**src/rtl/i2c_target_pkg.sv**
```systemverilog
// Shared types and constants for the I2C register-file target.
package i2c_target_pkg;

   localparam int I2cSyncStages = 2;

   typedef enum logic [3:0] {
      IDLE,
      ADDR,
      ADDR_ACK,
      PTR,
      WDATA,
      WACK,
      RDATA,
      RACK,
      WAIT_STOP
   } i2c_tgt_state_e;

endpackage

```
**src/rtl/i2c_bus_cond.sv**
```systemverilog
// Synchronises the asynchronous SCL/SDA pins into clk_i and decodes
// one-cycle bus events from the synced value versus a one-flop history.
module i2c_bus_cond
   import i2c_target_pkg::*;
(
   input  logic clk_i,
   input  logic rst_ni,
   input  logic scl_i,
   input  logic sda_i,
   output logic scl_rise_o,
   output logic scl_fall_o,
   output logic start_det_o,
   output logic stop_det_o,
   output logic sda_sync_o
);

   logic [I2cSyncStages-1:0] r_scl_sync;
   logic [I2cSyncStages-1:0] r_sda_sync;
   logic                     r_scl_hist;
   logic                     r_sda_hist;
   logic                     w_scl;
   logic                     w_sda;

   assign w_scl = r_scl_sync[I2cSyncStages-1];
   assign w_sda = r_sda_sync[I2cSyncStages-1];

   // Reset to the idle bus level so leaving reset never fabricates an edge.
   always_ff @(posedge clk_i or negedge rst_ni) begin
      if (!rst_ni) begin
         r_scl_sync <= '1;
         r_sda_sync <= '1;
         r_scl_hist <= 1'b1;
         r_sda_hist <= 1'b1;
      end else begin
         // NOTE: non-blocking so every flop samples the pre-edge value of its source.
         r_scl_sync <= {r_scl_sync[I2cSyncStages-2:0], scl_i};
         r_sda_sync <= {r_sda_sync[I2cSyncStages-2:0], sda_i};
         r_scl_hist <= w_scl;
         r_sda_hist <= w_sda;
      end
   end

   assign scl_rise_o  = w_scl & ~r_scl_hist;
   assign scl_fall_o  = ~w_scl & r_scl_hist;
   assign start_det_o = w_scl & r_scl_hist & r_sda_hist & ~w_sda;
   assign stop_det_o  = w_scl & r_scl_hist & ~r_sda_hist & w_sda;
   assign sda_sync_o  = w_sda;

endmodule

```
**src/rtl/i2c_target_regs.sv**
```systemverilog
// I2C target exposing an 8-bit register file behind an auto-incrementing
// pointer; open-drain outputs, no clock stretching.
module i2c_target_regs
   import i2c_target_pkg::*;
#(
   parameter logic [6:0] TargetAddr = 7'h50,
   parameter int         NumRegs    = 16,
   localparam int        PtrW       = $clog2(NumRegs)
) (
   input  logic            clk_i,
   input  logic            rst_ni,
   input  logic            scl_i,
   input  logic            sda_i,
   output logic            scl_o,
   output logic            sda_o,
   output logic            busy_o,
   output logic            wr_pulse_o,
   output logic [PtrW-1:0] wr_idx_o,
   output logic [7:0]      wr_data_o
);

   i2c_tgt_state_e  r_state, w_state_nxt;
   logic [7:0]      r_shift;
   logic [2:0]      r_cnt;
   logic [PtrW-1:0] r_ptr;
   logic            r_phase;
   logic            r_nack;
   logic            r_sda;
   logic            r_busy;
   logic            r_wr_pulse;
   logic [PtrW-1:0] r_wr_idx;
   logic [7:0]      r_wr_data;
   logic [7:0]      r_regs [NumRegs];

   logic w_scl_rise, w_scl_fall, w_start, w_stop, w_sda_sync;
   logic [7:0] w_byte, w_rd_byte;
   logic w_sda_nxt, w_phase_nxt;
   logic w_cnt_clr, w_cnt_inc, w_shift_in, w_rd_ld, w_rd_shift;
   logic w_ptr_ld, w_ptr_inc, w_wr_en, w_nack_we, w_busy_set, w_busy_clr;

   i2c_bus_cond u_bus_cond (
      .clk_i       (clk_i),
      .rst_ni      (rst_ni),
      .scl_i       (scl_i),
      .sda_i       (sda_i),
      .scl_rise_o  (w_scl_rise),
      .scl_fall_o  (w_scl_fall),
      .start_det_o (w_start),
      .stop_det_o  (w_stop),
      .sda_sync_o  (w_sda_sync)
   );

   assign w_byte    = {r_shift[6:0], w_sda_sync};
   assign w_rd_byte = r_regs[r_ptr];

   always_ff @(posedge clk_i or negedge rst_ni) begin
      if (!rst_ni) r_state <= IDLE;
      else         r_state <= w_state_nxt;
   end

   // Acknowledge-type states span two SCL falls; r_phase marks the first one.
   always_comb begin
      // NOTE: every output gets a default first so no path can infer a latch.
      w_state_nxt = r_state;
      w_sda_nxt   = r_sda;
      w_phase_nxt = r_phase;
      w_cnt_clr   = 1'b0;
      w_cnt_inc   = 1'b0;
      w_shift_in  = 1'b0;
      w_rd_ld     = 1'b0;
      w_rd_shift  = 1'b0;
      w_ptr_ld    = 1'b0;
      w_ptr_inc   = 1'b0;
      w_wr_en     = 1'b0;
      w_nack_we   = 1'b0;
      w_busy_set  = 1'b0;
      w_busy_clr  = 1'b0;
      if (w_start || w_stop) begin
         w_state_nxt = w_start ? ADDR : IDLE;
         w_sda_nxt   = 1'b1;
         w_phase_nxt = 1'b0;
         w_cnt_clr   = 1'b1;
         w_busy_clr  = 1'b1;
      end else begin
         case (r_state)
            ADDR, PTR, WDATA: begin
               if (w_scl_rise) begin
                  w_shift_in = 1'b1;
                  w_cnt_inc  = 1'b1;
                  if (r_cnt == 3'd7) begin
                     if (r_state == ADDR) begin
                        if (w_byte[7:1] == TargetAddr) begin
                           w_state_nxt = ADDR_ACK;
                           w_busy_set  = 1'b1;
                        end else begin
                           w_state_nxt = IDLE;
                        end
                     end else begin
                        w_state_nxt = WACK;
                        w_ptr_ld    = (r_state == PTR);
                        w_wr_en     = (r_state == WDATA);
                        w_ptr_inc   = (r_state == WDATA);
                     end
                  end
               end
            end
            ADDR_ACK, WACK: begin
               if (w_scl_fall) begin
                  if (!r_phase) begin
                     w_sda_nxt   = 1'b0;
                     w_phase_nxt = 1'b1;
                  end else begin
                     w_phase_nxt = 1'b0;
                     w_cnt_clr   = 1'b1;
                     if (r_state == ADDR_ACK && r_shift[0]) begin
                        w_rd_ld     = 1'b1;
                        w_sda_nxt   = w_rd_byte[7];
                        w_state_nxt = RDATA;
                     end else begin
                        w_sda_nxt   = 1'b1;
                        w_state_nxt = (r_state == ADDR_ACK) ? PTR : WDATA;
                     end
                  end
               end
            end
            RDATA: begin
               if (w_scl_rise) begin
                  w_cnt_inc = 1'b1;
                  if (r_cnt == 3'd7) w_state_nxt = RACK;
               end else if (w_scl_fall) begin
                  w_rd_shift = 1'b1;
                  w_sda_nxt  = r_shift[7];
               end
            end
            RACK: begin
               if (w_scl_fall && !r_phase) begin
                  w_sda_nxt   = 1'b1;
                  w_ptr_inc   = 1'b1;
                  w_phase_nxt = 1'b1;
               end else if (w_scl_rise && r_phase) begin
                  w_nack_we = 1'b1;
               end else if (w_scl_fall) begin
                  w_phase_nxt = 1'b0;
                  if (r_nack) begin
                     w_state_nxt = WAIT_STOP;
                  end else begin
                     w_rd_ld     = 1'b1;
                     w_sda_nxt   = w_rd_byte[7];
                     w_cnt_clr   = 1'b1;
                     w_state_nxt = RDATA;
                  end
               end
            end
            default: ;
         endcase
      end
   end

   always_ff @(posedge clk_i or negedge rst_ni) begin
      if (!rst_ni) begin
         r_shift    <= '0;
         r_cnt      <= '0;
         r_ptr      <= '0;
         r_phase    <= 1'b0;
         r_nack     <= 1'b0;
         r_sda      <= 1'b1;
         r_busy     <= 1'b0;
         r_wr_pulse <= 1'b0;
         r_wr_idx   <= '0;
         r_wr_data  <= '0;
         // NOTE: the register file must read back zero after reset, so it cannot map to RAM.
         for (int i = 0; i < NumRegs; i++) r_regs[i] <= '0;
      end else begin
         r_phase    <= w_phase_nxt;
         r_sda      <= w_sda_nxt;
         r_wr_pulse <= w_wr_en;
         if (w_cnt_clr)      r_cnt <= '0;
         else if (w_cnt_inc) r_cnt <= r_cnt + 3'd1;
         if (w_shift_in)      r_shift <= w_byte;
         else if (w_rd_ld)    r_shift <= {w_rd_byte[6:0], 1'b0};
         else if (w_rd_shift) r_shift <= {r_shift[6:0], 1'b0};
         if (w_busy_clr)      r_busy <= 1'b0;
         else if (w_busy_set) r_busy <= 1'b1;
         if (w_ptr_ld)       r_ptr <= w_byte[PtrW-1:0];
         else if (w_ptr_inc) r_ptr <= r_ptr + 1'b1;
         if (w_nack_we) r_nack <= w_sda_sync;
         if (w_wr_en) begin
            r_regs[r_ptr] <= w_byte;
            r_wr_idx      <= r_ptr;
            r_wr_data     <= w_byte;
         end
      end
   end

   assign scl_o      = 1'b1;
   assign sda_o      = r_sda;
   assign busy_o     = r_busy;
   assign wr_pulse_o = r_wr_pulse;
   assign wr_idx_o   = r_wr_idx;
   assign wr_data_o  = r_wr_data;

endmodule

```
**config.mk**
```make
export PLATFORM = sky130hd
export DESIGN_NAME = i2c_target_regs
export DESIGN_NICKNAME = d
export VERILOG_FILES = /design/src/rtl/i2c_target_pkg.sv /design/src/rtl/i2c_bus_cond.sv /design/src/rtl/i2c_target_regs.sv
export SDC_FILE = /design/constraint.sdc
export NUM_CORES = 1
export LEC_CHECK = 0
export CAP_MARGIN = 20
export CORE_ASPECT_RATIO = 1.4
export CORE_MARGIN = 4
export CORE_UTILIZATION = 30
export DETAILED_ROUTE_END_ITERATION = 10
export PLACE_DENSITY = 0.4
export SLEW_MARGIN = 40
export SYNTH_ARGS = -nofsm -noshare
export SYNTH_HDL_FRONTEND = slang
export SYNTH_SLANG_ARGS = --single-unit
```
**constraint.sdc**
```tcl
create_clock -name clk_i -period 3.8 [get_ports clk_i]
set_input_delay 0.76 -clock clk_i [delete_from_list [all_inputs] [get_ports clk_i]]
set_output_delay 0.76 -clock clk_i [all_outputs]
set_load 0.02 [all_outputs]
```
== Word-level counts from Yosys, hierarchy flattened ==
Index checks and enable logic that the tools add are counted.
W data, S select, Z words.
Operators by class
  bitwise logic cells: 12
  $add $sub $neg: 2
  $lt $le $gt $ge: 2
  reductions and logical operators: 19
  muxes and demuxes: 96
  eq/ne operators: 23
Operators by type and width (count)
  $bwmux W128: 1
  $mux W1: 62
  $mux W4: 14
  $mux W8: 6
  $ne A3 B3 Y1 const B: 11
  $bmux W8 S4: 1
  $demux W8 S4: 1
  $eq A4 B3 Y1 const B: 4
  $pmux W4 S4: 1
  $mux W3: 4
  $ne A4 B4 Y1 const B: 3
  $reduce_and A10 Y1: 1
  $eq A4 B2 Y1 const B: 2
  $pmux W1 S2: 4
  $and A1 B1 Y1: 7
  $eq A7 B7 Y1 const B: 1
  $reduce_and A7 Y1: 1
  $reduce_bool A2 Y1: 3
  $reduce_bool A3 Y1: 2
  $ge A5 B5 Y1 const B: 1
  $lt A5 B1 Y1 const B: 1
  $not A4 Y5: 1
  $reduce_bool A5 Y1: 1
  $add A4 B1 Y4 const B: 1
  14 further kinds: 20
Word-level totals
  bits in registers: 170
  word-level logic and storage cells: 185
  output and inout port bits: 16

== Logic depth before layout (Yosys ltp) ==
  depth after elaboration: 10
  mapped depth: 8
  depth with buffers taken out: 7

== Cells and area by module ==
A second synthesis with hierarchy kept.
Unflattened totals
  cells, all modules: 575
  area total of the unflattened synthesis: 8232.9 µm²
Modules (own cells, without submodules)
  i2c_target_regs: instances 1, sequential area each 4105.2 µm², area an instance 8042.7 µm², cells an instance 565
  i2c_bus_cond: instances 1, sequential area each 157.7 µm², area an instance 190.2 µm², cells an instance 10

== Least setup slack after synthesis ==
No wires, ideal clock.
  path type: register to register
  start: reg r_cnt[0]
  end: reg r_wr_idx[1] (netlist: wr_idx_o[1])
  data required time: 3.672 ns
  library setup time: 0.128 ns
  arrival: 1.732 ns
  stages on the path, launching flop included: 8
  slack: 1.941 ns
  period minus slack after synthesis: 1.859 ns
  path through: dfrtp_1 > ha_1 > ha_1 > and3b_1 > and2_4 > buf_8 > buf_4 > mux2_1
On the way
  longest elaborated chain between the ends: 5
Ends and longest elaborated chain
  start, declared: line i2c_target_regs.sv:24  | logic [2:0] r_cnt;
  start signal, assigned: line i2c_target_regs.sv:178  | else if (w_cnt_inc) r_cnt <= r_cnt + 3'd1;
  $eq A3 B3 Y1: line i2c_target_regs.sv:90  | if (r_cnt == 3'd7) begin
  $mux W1: line i2c_target_regs.sv:90
  $mux W1: line i2c_target_regs.sv:87  | if (w_scl_rise) begin
  $mux W1: line i2c_target_regs.sv:85  | case (r_state)
  $mux W1: line i2c_target_regs.sv:78  | if (w_start || w_stop) begin
  net w_wr_en: line i2c_target_regs.sv:39  | logic w_ptr_ld, w_ptr_inc, w_wr_en, w_nack_we, w_busy_set, w_busy_clr;
  end signal, assigned: line i2c_target_regs.sv:189  | r_wr_idx <= r_ptr;
  end, declared: line i2c_target_regs.sv:31  | logic [PtrW-1:0] r_wr_idx;
The timed path passes the listed nets, and every way through them passes these cells.
A chain may end at the register's enable or synchronous reset.

== Worst setup path after layout ==
  start: reg r_state[1]
  end: reg r_regs[16] (netlist bit)
On the way
  longest elaborated chain between the ends: 6
Ends and longest elaborated chain
  start, declared: line i2c_target_regs.sv:22  | i2c_tgt_state_e r_state, w_state_nxt;
  start signal, assigned: line i2c_target_regs.sv:58  | else r_state <= w_state_nxt;
  $eq A4 B3 Y1 or $eq A4 B1 Y1 (tied branches): line i2c_target_regs.sv:85, i2c_target_regs.sv:101, i2c_target_regs.sv:91
  $mux W1: line i2c_target_regs.sv:91  | if (r_state == ADDR) begin
  $mux W1: line i2c_target_regs.sv:90
  $mux W1: line i2c_target_regs.sv:87
  $mux W1 *: line i2c_target_regs.sv:85
  $mux W1 *: line i2c_target_regs.sv:78
  end signal, assigned by index: line i2c_target_regs.sv:188  | r_regs[r_ptr] <= w_byte;
  end, declared: line i2c_target_regs.sv:33  | logic [7:0] r_regs [NumRegs];
Every way passes the cells marked *; elsewhere a longest branch is shown, timed or not.

==> qor.txt <==
Run status: finished clean
Share of cells above drive strength 1: 29.9%
Internal: 3460 µW
Critical path fanouts, max: 29
WS Path Type: register to register
Full die area: 0.0314 mm²
Skew-Pair Late Insertion Delay: 430 ps
Hold Path Class: input port to asynchronous set/reset pin
GRT busiest layer: met2
Final Cycle Share: 66.8%
Sw frac: 30.1%
Final Critical Period: 2540 ps
Hold buffers post-CTS: 0
Starting Density: 30.3%
Num ports: 20
Met1 Use GR: 17.6%
DIE WIDTH: 151 µm
Final setup violation count: 0
Commonest non-fill, non-tap cell in the layout: dfrtp_1
Setup Skew: 11.4 ps
Final non-filler cell total: 971
Setup_tns: 0 ps
Peak Freq: 394 MHz
#FFs+latches synth: 170
Startpoint types: register
Synth Instances: 573
Final hold vios: 0
Data arrival, critical path: 2840 ps
Routing usage on met2: 25.4%
Avg Inst Size Synth: 15.0 µm²
Number of global-route vias before repair: 5341
Total of max-cap violations: 0
Post-synthesis sequential area ratio: 49.7%
Clock power frac: 38.6%
Root buffer cell: clkbuf_16
Commonest register cell after synthesis: dfrtp_1
GPL Wtd Cong: 0.799
Setup Buffers After CTS: 0
Rows: 73
Die Y: 208 µm
Final ANT Viol Nets: 0
Total track usage: 14.4%
Vias: 4871
Initial antenna violation count: 0
TritonCTS Sinks: 170
Largest net degree at the start of global routing: 88
PwrDens: 511 mW/mm²
Synth unique cells: 64
Gr ovfl total: 0
Worst-margin pin slew: 850 ps
VDD IR-drop max: 0.283 mV
Clock-pin slew on the worst setup and hold paths: 60 ps
Pleak: 0.00453 µW
CTS tree: built
RSZ-0062 raised after global routing: false
Nets: 593
DRT Pass-1 Iters: 5
WL per Instance: 22.2 µm
Asr flop ratio synth: 100%
Final worst slack: 1260 ps
Setup crit start: r_state[1]$_DFFE_PN0P_
Critical path endpoint category: register
Ant diodes: 0
Area Growth Syn to Fin: 13.0%
Dpl ws: 1250 ps
First-pass GRT wire length: 34.0 mm
Ys Warns: 0
CTS Buffer Depth: 2
Most frequent cells in the layout: dfrtp_1 (160), mux2_4 (70), mux2_1 (43)
Port bufs: 18
# DRC: 0
Dpl cells: 938
Core area: 0.0283 mm²
H-tree Lvls: 4
Slew HR: 43.3%
Combinational power share: 17.6%
Post-synth EDFFs: 0
Switching component of the power: 1490 µW
GR Util met3: 2.55%
Synth Cell Area: 0.00858 mm²
Seq pwr share: 43.7%
Crit path required time: 4100 ps
Hpwl dp: 14.1 mm
Vias/cell: 5.02
Reg-to-reg startpoint: r_state[1]$_DFFE_PN0P_
Final Routed Wirelength: 21.6 mm
Resized cells post-CTS: 0
Syn nets: 583
Num CTS Buffers: 17
DR iter-0 viols: 245
Max Slew Vio Count: 0
cells in the mapped netlist, types with 4 or more instances:
library cell,number,area share (%)
a21oi_1,23,1.3
a221o_1,7,0.82
a22oi_1,16,1.4
buf_2,4,0.23
buf_4,9,0.79
clkbuf_1,11,0.48
clkbuf_8,4,0.64
dfrtp_1,163,48
dfstp_2,7,2.1
ha_1,6,0.87
inv_1,6,0.26
mux2_1,43,5.6
mux2_2,13,1.7
mux2_4,70,12
mux4_1,18,5.5
mux4_2,14,3.7
nand2_1,22,0.96
nand2b_1,8,0.58
nand3_1,5,0.29
nand3_4,16,3.3
nor2_1,19,0.83
nor2b_1,7,0.51
o21ai_0,4,0.23
o21ai_1,16,0.93
registers in the layout, summed over array words and instances, names as in the netlist:
register and count:
busy_o 1, r_cnt 3, r_nack 1, r_phase 1
r_ptr 4, r_regs 128, r_shift 8, r_state 4
sda_o 1, u_bus_cond.r_scl_hist 1, u_bus_cond.r_scl_sync 2, u_bus_cond.r_sda_hist 1
u_bus_cond.r_sda_sync 2, wr_data_o 8, wr_idx_o 4, wr_pulse_o 1
final cells by class:
| cell class | count | area [µm²] |
|---|---|---|
| clock buffer | 20 | 457 |
| timing repair buffer | 29 | 312 |
| fill | 2742 | 18600 |
| sequential | 170 | 4270 |
| inverter | 6 | 22.5 |
| clock inverter | 12 | 195 |
| tap | 375 | 469 |
| multi-input combinational | 359 | 3980 |
worst max-delay path, cell delays in order (launching register included):
cell and delay [ps]:
dfrtp_1 600, nor4b_4 410, and2_4 640, nand3_4 360, mux2_4 380
per-layer routing:
metal	vias up	wire, µm
li1	2179	-
met1	2602	9100
met2	71	11700
met3	19	429
met4	0	355
met5	-	0
kinds of logic (layout without fill, tap and decap cells):
logic type | after synthesis | count (layout) | synth area share (%)
xor+xnor | 5 | 5 | 0.510
simple gates | 99 | 99 | 8.67
fa+ha+maj | 6 | 6 | 0.874
other cells | 1 | 1 | 0.0437
compound gates | 87 | 87 | 7.13
buf+inv | 44 | 67 | 3.99
flops | 170 | 170 | 49.7
mux | 161 | 161 | 29.1
stage by stage:
stage	util (%)	instance area [µm²]	power (µW)	hold WS, ps
5_1_grt	34.3	9700	5190	204
6_report	34.3	9700	4950	218
2_1_floorplan	-	8580	2830	345
4_1_cts	34.2	9670	5040	358
3_3_place_gp	31.8	9020	3090	350
3_5_place_dp	31.9	9020	3090	348
path summary, 6_finish.rpt:
path,endpoint,slack (ps),depth (start not counted)
setup / recovery,r_regs[16]$_DFFE_PN0P_,1260,4
hold / removal,wr_idx_o[3]$_DFFE_PN0P_,220,1
max in group asynchronous,u_bus_cond.r_scl_hist$_DFF_PN1_,2900,2
setup reg to reg,r_regs[16]$_DFFE_PN0P_,1260,4
hold reg to reg,u_bus_cond.r_sda_sync[1]$_DFF_PN1_,360,0
min in group clk_i,u_bus_cond.r_sda_sync[1]$_DFF_PN1_,360,0
power groups by stage:
stage	sequential [µW]	combinational [µW]	clock [µW]
after floorplan	1990	845	0
after global placement	2210	880	0
after detailed placement	2210	882	0
after CTS	2170	883	1980
after global routing	2200	948	2040
final	2170	874	1910
Note: power is estimated with default switching activity, not from simulation.
